===== src/rtl/cplx_gate_bist.sv =====
// rtl/cplx_gate_bist.sv - exhaustive OAI22/AOI22 cell self-test engine with error count and first-fail capture
// Optional MISR signature on the sampled Y stream is built when CPLX_BIST_MISR_EN is defined.
module cplx_gate_bist #(
  parameter int unsigned SETTLE = 2
) (
  input  logic        clk,
  input  logic        rst_n,
  input  logic        start,
  input  logic        abort,
  input  logic        mode,
  input  logic        y,
  output logic        a,
  output logic        b,
  output logic        c,
  output logic        d,
  output logic        busy,
  output logic        done,
  output logic        pass,
  output logic [4:0]  errcnt,
  output logic [3:0]  fail_vec,
  output logic [15:0] sig
);

  localparam logic [1:0] ST_IDLE   = 2'd0;
  localparam logic [1:0] ST_RUN    = 2'd1;
  localparam logic [1:0] ST_FINISH = 2'd2;

  localparam logic [3:0] SETTLE_C = 4'(SETTLE);

  logic [1:0] state;
  logic [3:0] vec;
  logic [3:0] cnt;
  logic [3:0] stim;
  logic       mode_q;
  logic       gold;
  logic       mismatch;
  logic       last_window;

  assign {a, b, c, d} = stim;
  assign busy = (state == ST_RUN);
  assign done = (state == ST_FINISH);

  // Golden cell response for the vector currently driven; A is vec[3].
  always_comb begin
    gold = 1'b0;
    if (mode_q)
      gold = ~((vec[3] & vec[2]) | (vec[1] & vec[0]));
    else
      gold = ~((vec[3] | vec[2]) & (vec[1] | vec[0]));
  end

  assign mismatch    = (y != gold);
  assign last_window = (cnt == SETTLE_C);

  always_ff @(posedge clk or negedge rst_n) begin
    if (!rst_n) begin
      state    <= ST_IDLE;
      vec      <= 4'd0;
      cnt      <= 4'd0;
      stim     <= 4'd0;
      mode_q   <= 1'b0;
      pass     <= 1'b0;
      errcnt   <= 5'd0;
      fail_vec <= 4'd0;
    end else begin
      case (state)
        ST_IDLE: begin
          if (start) begin
            state    <= ST_RUN;
            vec      <= 4'd0;
            cnt      <= 4'd0;
            stim     <= 4'd0;
            mode_q   <= mode;
            pass     <= 1'b0;
            errcnt   <= 5'd0;
            fail_vec <= 4'd0;
          end
        end
        ST_RUN: begin
          if (abort) begin
            state <= ST_IDLE;
            stim  <= 4'd0;
            pass  <= 1'b0;
          end else if (last_window) begin
            if (mismatch) begin
              errcnt <= errcnt + 5'd1;
              if (errcnt == 5'd0)
                fail_vec <= vec;
            end
            cnt <= 4'd0;
            if (vec == 4'hF) begin
              state <= ST_FINISH;
              stim  <= 4'd0;
              // Include the final sample, which has not reached errcnt yet.
              pass  <= (errcnt == 5'd0) && !mismatch;
            end else begin
              vec  <= vec + 4'd1;
              stim <= vec + 4'd1;
            end
          end else begin
            cnt <= cnt + 4'd1;
          end
        end
        ST_FINISH: begin
          state <= ST_IDLE;
        end
        default: begin
          state <= ST_IDLE;
        end
      endcase
    end
  end

`ifdef CPLX_BIST_MISR_EN
  logic        sample;
  logic [15:0] sig_q;

  assign sample = (state == ST_RUN) && !abort && last_window;

  // CCITT MISR seeded with all ones at run start; one shift per sampled Y.
  always_ff @(posedge clk or negedge rst_n) begin
    if (!rst_n)
      sig_q <= 16'h0000;
    else if ((state == ST_IDLE) && start)
      sig_q <= 16'hFFFF;
    else if (sample)
      sig_q <= {sig_q[14:0], 1'b0} ^ ((sig_q[15] ^ y) ? 16'h1021 : 16'h0000);
  end

  assign sig = sig_q;
`else
  assign sig = 16'h0000;
`endif

endmodule


===== config.mk =====
export PLATFORM = sky130hd
export DESIGN_NAME = cplx_gate_bist
export DESIGN_NICKNAME = d
export VERILOG_FILES = /design/src/rtl/cplx_gate_bist.sv
export SDC_FILE = /design/constraint.sdc
export NUM_CORES = 1
export LEC_CHECK = 0
export CAP_MARGIN = 20
export CORE_ASPECT_RATIO = 1.75
export CORE_MARGIN = 2
export CORE_UTILIZATION = 44
export DETAILED_ROUTE_END_ITERATION = 12
export GPL_ROUTABILITY_DRIVEN = 0
export PLACE_DENSITY = 0.82
export SYNTH_ARGS = -nofsm -noshare
export SYNTH_HDL_FRONTEND = slang
export SYNTH_SLANG_ARGS = --single-unit

===== constraint.sdc =====
create_clock -name clk -period 1.95 [get_ports clk]
set_clock_uncertainty 0.2 [all_clocks]
set_input_delay 0.39 -clock clk [delete_from_list [all_inputs] [get_ports clk]]
set_output_delay 0.39 -clock clk [all_outputs]
set_load 0.005 [all_outputs]

## After elaboration in Yosys (flattened, before gate mapping)

Index checks and enable logic that the tools add are counted.

- Shift-type cells: 0
- Equal/unequal tests: 13
- Reduce and logical (&&, ||, !) cells: 13
- Multiplexer cells: 33
- Add/sub/neg operators: 3
- Bitwise gates (word level): 8
- Magnitude comparators: 0
- Multipliers: 0
- Divide/modulo/power cells: 0

Operators with widths:

| cell | count |
|---|---|
| $mux 4 | 13 |
| $pmux 4 s2 | 4 |
| $mux 5 | 4 |
| $pmux 5 s2 | 1 |
| $reduce_and 5->1 | 2 |
| $reduce_and 3->1 | 3 |
| $add 4x1->4 const B | 2 |
| $mux 2 | 4 |
| $ne 2x1->1 const B | 3 |
| $ne 2x2->1 const B | 3 |
| $ne 3x2->1 const B | 2 |
| $reduce_and 6->1 | 1 |
| $add 5x1->5 const B | 1 |
| $logic_not 5->1 | 1 |
| $mux 1 | 5 |
| $eq 4x2->1 const B | 1 |
| $eq 4x4->1 const B | 1 |
| $pmux 2 s2 | 1 |
| $reduce_and 4->1 | 1 |
| $and 1x1->1 | 3 |
| $or 1x1->1 | 3 |
| $eq 2x1->1 const B | 1 |
| $eq 2x2->1 const B | 1 |
| $logic_not 2->1 | 1 |
| other kinds (7) | 8 |

- Input port bits: 6
- Register bits after elaboration: 25
- Bits in latches: 0
- Word-level logic and storage cells: 78
- ROM bits: 0
- Output and inout bits: 32
- Memory bits (writable): 0
- Memories: 0

## Depth between registers and ports, before layout

Gate-level depths: netlist of the first run.

- Depth in word-level cells: 11
- Depth in mapped cells: 8
- Depth with buffers taken out: 7

## Least setup slack after synthesis of the first run

No wires, ideal clock.

- Path type: flip-flop to flip-flop
- From: reg vec[0]
- To: reg errcnt[3]
- Setup slack: -0.068 ns
- Data arrival time: 1.679 ns
- Period minus slack after synthesis: 2.018 ns
- Library setup time: 0.139 ns
- Cell stages (with the launch flop): 9
- Path buffers: 2
- Cells stage by stage: dfrtp_1 -> ha_1 -> buf_2 -> mux2i_1 -> a2111o_1 -> and3_4 -> buf_6 -> nand2_1 -> o31ai_1

- Longest elaborated chain between the ends: 7

RTL lines:

| item | line | RTL |
|---|---|---|
| start: declaration | 31 | `logic [3:0] vec;` |
| start signal: assignment | 97 | `vec <= vec + 4'd1;` |
| $or 1x1->1 / $and 1x1->1 (equally long branches) | 49, 47 |  |
| $and 1x1->1 / $or 1x1->1 (equally long branches) | 49, 47 |  |
| $not 1->1, on equally long branches | 49, 47 |  |
| $mux 1 (*) | 46 | `if (mode_q)` |
| $ne 1x1->1 (*) | 52 | `assign mismatch = (y != gold);` |
| $ne 2x1->1 (no line) (*) | n/a |  |
| $reduce_and 5->1 (no line) (*) | n/a |  |
| end signal: assignment | 86 | `errcnt <= errcnt + 5'd1;` |
| end: declaration | 19 | `output logic [4:0] errcnt,` |

Mark *: on every way between the ends. The rest lies on a longest branch, timed or not.
A chain may end at the register's enable or synchronous reset.

## Final worst setup path of the first run

- From: reg cnt[0]
- To: reg errcnt[3]

- Longest elaborated chain between the ends: 3

RTL lines:

| item | line | RTL |
|---|---|---|
| start: declaration | 32 | `logic [3:0] cnt;` |
| start signal: assignment | 101 | `cnt <= cnt + 4'd1;` |
| $eq 4x2->1 | 53 | `assign last_window = (cnt == SETTLE_C);` |
| $ne 2x1->1 (no line) | n/a |  |
| $reduce_and 5->1 (no line) | n/a |  |

No other way between the ends.

==> results of run 1 <==
==> routing by layer <==
layer,vias to the layer above,part of all wire (%)
li1,665,-
met1,697,38
met2,42,56
met5,-,0
met4,0,2.2
met3,8,3.1
==> path summary, 6_finish.rpt <==
kind                            slack, ns   start         to
min in group clk                     0.30    pass       pass
worst max-delay path                -0.04  cnt[0]  errcnt[3]
max in group asynchronous            1.01   rst_n   state[0]
worst min-delay path                 0.28   rst_n    stim[2]
worst max register to register      -0.04  cnt[0]  errcnt[3]
worst min register to register       0.30    pass       pass
==> repair_timing <==
action | CTS | global route
pin swaps | 5 | 11
endpoints found under the setup margin | 12 | 15
buffers inserted | 6 | 3
resized for setup | 14 | 15
==> cell usage after synthesis (3+ instances only) <==
cell / n / area, µm²
dfrtp_1: 25 / 626
buf_4: 17 / 128
nand2_1: 17 / 63.8
o21ai_0: 15 / 75.1
a21oi_1: 9 / 45.0
nand3_1: 9 / 45.0
inv_1: 7 / 26.3
a21o_1: 6 / 45.0
ha_1: 6 / 75.1
nor2_1: 5 / 18.8
nand2b_1: 3 / 18.8
o31ai_1: 3 / 22.5
==> power by group <==
part / total (W) / switching [W] / leakage (nW) / internal (W)
clock: 0.000326 / 0.000180 / 0.0217 / 0.000145
combinational: 0.000708 / 0.000350 / 0.616 / 0.000358
sequential: 0.000627 / 0.0000534 / 0.337 / 0.000574
==> final cells by class <==
| cell class | instances | area, µm² | area share [%] |
|---|---|---|---|
| multi-input combinational | 126 | 898 | 41.8 |
| sequential | 25 | 629 | 29.3 |
| clock inverter | 1 | 7.51 | 0.349 |
| inverter | 7 | 26.3 | 1.22 |
| timing repair buffer | 59 | 490 | 22.8 |
| clock buffer | 3 | 41.3 | 1.92 |
| tap | 45 | 56.3 | 2.62 |
==> cell families after synthesis <==
group	Yosys count	share of synthesized area, %
buf+inv	29	11.9
fa+ha+maj	6	4.91
flops	25	40.9
other cells	1	0.245
simple gates	55	20.1
mux	2	1.39
xor+xnor	2	1.14
compound gates	45	19.4
==> sequential cells by signal (all words and copies together) (netlist names) <==
register	cells
cnt	4
state	2
errcnt	5
vec	4
mode_q	1
fail_vec	4
stim	4
pass	1
==> stage by stage <==
| step | worst slack [ns] | hold WS, ns | area (µm²) |
|---|---|---|---|
| 4_1_cts | -0.0138 | 0.287 | 2080 |
| 3_5_place_dp | -0.293 | 0.278 | 1940 |
| 6_report | -0.0358 | 0.277 | 2150 |
| 3_3_place_gp | -0.222 | 0.269 | 1940 |
| 5_1_grt | -0.135 | 0.292 | 2150 |
| 2_1_floorplan | -0.00193 | -0.106 | 1620 |
==> results.md, run 1 <==
* Status: finished, violations left
* Violated checks: setup timing
* Share of layout cells above drive strength 1 at 33.9%
* Max H-tree Level at 1
* CP Launch Type: flip-flop
* Power Dens Cells at 773 nW/µm²
* Bufs on Longest Clock Path at 2
* CP Depth at 6
* Fill cells at 288
* Fin cells at 266
* Most common cell after layout, fill and taps aside: buf_4
* Post-route DRC violation count at 0
* First-pass GRT wire length at 6400 µm
* IO Pins at 38
* Reg clk slew, reported paths at 0.10 ns
* Met2 GRT Util at a little over two fifths
* CTS root buffer: clkbuf_8
* NumNets Final at ~230
* Largest net degree at the start of global routing at 26
* DR WL/cell at 15.2 µm
* Min Tclk post-route at 1.99 ns
* Gate Count Post-Synth at ~170
* CP max stage cell: or3b_4
* Met1 usage at 21.6%
* Crit-path leading delay family: simple AND/OR/NAND/NOR gates
* Die X at 48.6 µm
* Final period util at 102%
* CTS Hold Bufs at 0
* Post-synthesis sequential area ratio at 40.9%
* Pwr Total at 0.00166 W
* GRT Util Overall at between 20% and 30%
* Post-Syn Area at about 1500 µm²
* First-iteration detailed-routing DRC count at 32
* Synth cell types at between 40 and 50
* IO Port Bufs at 21
* TritonCTS clock tree: yes
* Remaining antenna violation count at 0
* Asr flop ratio synth at 100%
* Placeable Area at about 3400 µm²
* Die height at 82.0 µm
* Static Leak at about 1 nW
* Clk sinks at 25
* # setup viols final at 9
* Worst-Skew Late Latency at 0.28 ns
* # rows at 28
* Synthesized flop and latch total at 25
* Top_reg_cell synth: dfrtp_1
* Ant diodes at 0
* Synth Warn # at 0
* Vias at 1412
* Vias in the first global route at 1360
* Type of the most critical hold path: primary input to async pin
* Area added between synthesis and finish at 40.5%
* Most frequent cells in the layout: buf_4, dfrtp_1, clkdlybuf4s50_1
* Fmax at 0.504 GHz
* CP max FO at 7
* Reg2Reg Depth at 6
* Cells after DPL at 253
* Fin. Hold Viols at 0
* CP Cell Sequence: inv_1 -> ha_2 -> or3b_4 -> or2_1 -> o311ai_2 -> o31ai_1
* CP Class: flip-flop to flip-flop
* GR Util met3 at 1.45%
* Post-Route WL at 4030 µm
* Initial core utilization at between 40% and 50%
* Worst Setup End Kind: flip-flop
* Die area at 3980 µm²
* Max-Cap Viols at 0
* Setup tns final at -0.135 ns
* TritonCTS Buffers at 3
* Synth Area per Inst at 9.27 µm²
* DR vias/cell at 5.31
* Worst EP arrival at between 1.5 and 2 ns
* Maximum VDD drop at 0.530 mV
* Iteration count of the initial detailed-routing pass at 4
* Max Slew Vio Count at 0
* Grt total ovfl at 0
* Final Core Density at 63.9%
* Worst Slack Setup Final at -0.0358 ns
* Post-DP HPWL at approximately 2800 µm
* Post-synth EDFFs at 0
* CP bufs+invs at 1
* Slowest stage delay, CP at about 0.45 ns
* Gr busiest metal: met2
* RSZ-0062 raised after global routing: yes
* Initial antenna violation count at 0
* Critical path required time at 1.91 ns
No activity file was read; power rests on OpenSTA's default activity.
==> inputs of run 2 (changes only) <==
Clock period 1.95 ns to 1.71 ns, I/O delays scaled along.
==> run 2 against run 1 <==
The flow still finishes with violations (setup timing). Sequential share of layout area fell by 3.2 points. Setup slack got worse by 0.26 ns. Register-to-register slack got worse by 0.26 ns. Critical path depth rose by 1. Global-route usage rose by 0.81 points. Non-clock buffer count rose by 19. Critical path type unchanged. Critical endpoint is now pass. Highest routed layer unchanged.
==> results.md, run 2 (synthesis gave the netlist of run 1 again) <==
* Status: finished, violations left
* Violated checks: setup timing
* IO Port Bufs at 21
* Post-DP HPWL at 2860 µm
* RSZ-0062 raised after global routing: yes
* Sw Pwr at ~0.00073 W
* Area added between synthesis and finish at 57.2%
* Max-Cap Viols at 0
* Fmax at 0.499 GHz
* CTS root buffer: clkbuf_8
* Largest reg by FF count: errcnt
* Most common cell after layout, fill and taps aside: buf_4
* Placeable Area at 3360 µm²
* Combinational share of power at a little under half
* Pwr Total at 0.00207 W
* Worst Slack Setup Final at -0.294 ns
* Maximum VDD drop at 0.764 mV
* Power Dens Cells at ~860 nW/µm²
* Largest net degree at the start of global routing at 26
* First-pass GRT wire length at about 6500 µm
* # rows at 28
* DR vias/cell at 5.49
* Remaining antenna violation count at 0
* Bufs on Longest Clock Path at 2
* CTS Hold Bufs at 0
* Post-route DRC violation count at 0
* Initial core utilization at 45.5%
* Flop pwr share at 34.2%
* Static Leak at 1.25 nW
* Clk sinks at 25
* Worst Setup End Kind: flip-flop
* Critical path required time at 1.70 ns
* Worst EP arrival at 2.00 ns
* Grt total ovfl at 0
* Vias in the first global route at 1366
* CP Class: flip-flop to flip-flop
* Die height at 82.0 µm
* Vias at 1564
* TritonCTS Buffers at 3
* IO Pins at 38
* Reg clk slew, reported paths at 0.09 ns
* First-iteration detailed-routing DRC count at 42
* Worst-Skew Late Latency at 0.28 ns
* Final period util at 117%
* NumNets Final at 253
* Final Cell Area at 2410 µm²
* TritonCTS clock tree: yes
* Initial antenna violation count at 0
* Iteration count of the initial detailed-routing pass at 4
* Final Core Density at 71.5%
* Sw Ratio at 35.4%
* Most frequent cells in the layout: buf_4, dfrtp_1, conb_1
* Clock Power Share at 17.9%
* Max H-tree Level at 1
* Die area at 3980 µm²
* Share of layout cells above drive strength 1 at a little over two fifths
* P_int at around 0.0013 W
* Die X at about 49 µm
* Max reg flops at 5
* Ant diodes at 0
* Min Tclk post-route at about 2 ns
* Type of the most critical hold path: primary input to async pin
* # setup viols final at 18
* DR WL/cell at ~17 µm
* Post-Route WL at 4710 µm
* Fill cells at 252
* CP max FO at 7
* CP Launch Type: flip-flop
* Max Slew Vio Count at 0
* Fin. Hold Viols at 0
* DP Area at about 2000 µm²
* GRT Util Overall at between 20% and 30%
[run 2: changes by cell type in the layout (fill, tap and decap cells not counted), moves of 5 or more]
cell,previous run,this run
buf_4,39,51
buf_6,0,6
clkdlybuf4s50_1,18,9
dlymetal6s2s_1,0,5
o21ai_0,14,9
[run 2: worst paths after layout]
| check | start | endpoint | slack (ns) | cells past startpoint |
|---|---|---|---|---|
| worst max-delay path | vec[1] | pass | -0.29 | 7 |
| min in group clk | stim[0] | stim[0] | 0.30 | 2 |
| worst max register to register | vec[1] | pass | -0.29 | 7 |
| worst min register to register | stim[0] | stim[0] | 0.30 | 2 |
| max in group asynchronous | rst_n | vec[1] | 0.82 | 2 |
| worst min-delay path | rst_n | stim[2] | 0.21 | 2 |
[run 2: critical path, cell delays in order, from the launching register on]
cell and delay, ns:
dfrtp_2 0.42, inv_2 0.06, ha_2 0.18, and2b_4 0.17, a2111o_1 0.36, and3_4 0.25
buf_6 0.12, o31ai_2 0.16
[run 2: layout make-up]
class	instances	area (µm²)	share of cell area, %
multi-input cells	126	988	41.1
repair buffers	78	662	27.5
flip-flops and latches	25	628	26.1
well taps	45	56.3	2.34
clock buffers	4	45.0	1.87
inverters	7	26.3	1.09
[run 2: what timing repair did]
action                                 in CTS  in global routing
setup endpoints to repair                  26                 30
gates resized for setup                    29                 37
setup buffers                              11                  4
pin swaps                                   5                  7
endpoints found under the hold margin       0                  0
cloned                                      0                  0
[run 2: layer usage]
metal  share of wire (%)  wire, µm  track usage (%)  up-vias
met5                   0         0                0        -
met3                 4.3       204             2.36       10
met1                  36      1710             22.6      773
li1                    -         -                -      708
met4                 1.7        81             9.43        0
met2                  58      2720             43.1       73
[run 2: metrics by stage]
stage / hold WS (ns) / setup WS (ns) / cells / setup TNS (ns)
floorplan: -0.154 / -0.240 / 180 / -2.07
detailed placement: 0.281 / -0.500 / 266 / -7.26
CTS: 0.232 / -0.241 / 281 / -2.27
finish: 0.214 / -0.294 / 285 / -3.25
global placement: 0.270 / -0.441 / 266 / -6.56
global route: 0.263 / -0.347 / 285 / -4.38
[run 2: power by group through the flow]
stage                     clock, W  sequential, W  combinational [W]
after floorplan                  0       0.000726           0.000375
after global placement           0       0.000706           0.000713
after detailed placement         0       0.000706           0.000730
after CTS                 0.000364       0.000701           0.000830
after global routing      0.000397       0.000715            0.00105
final                     0.000370       0.000706           0.000990
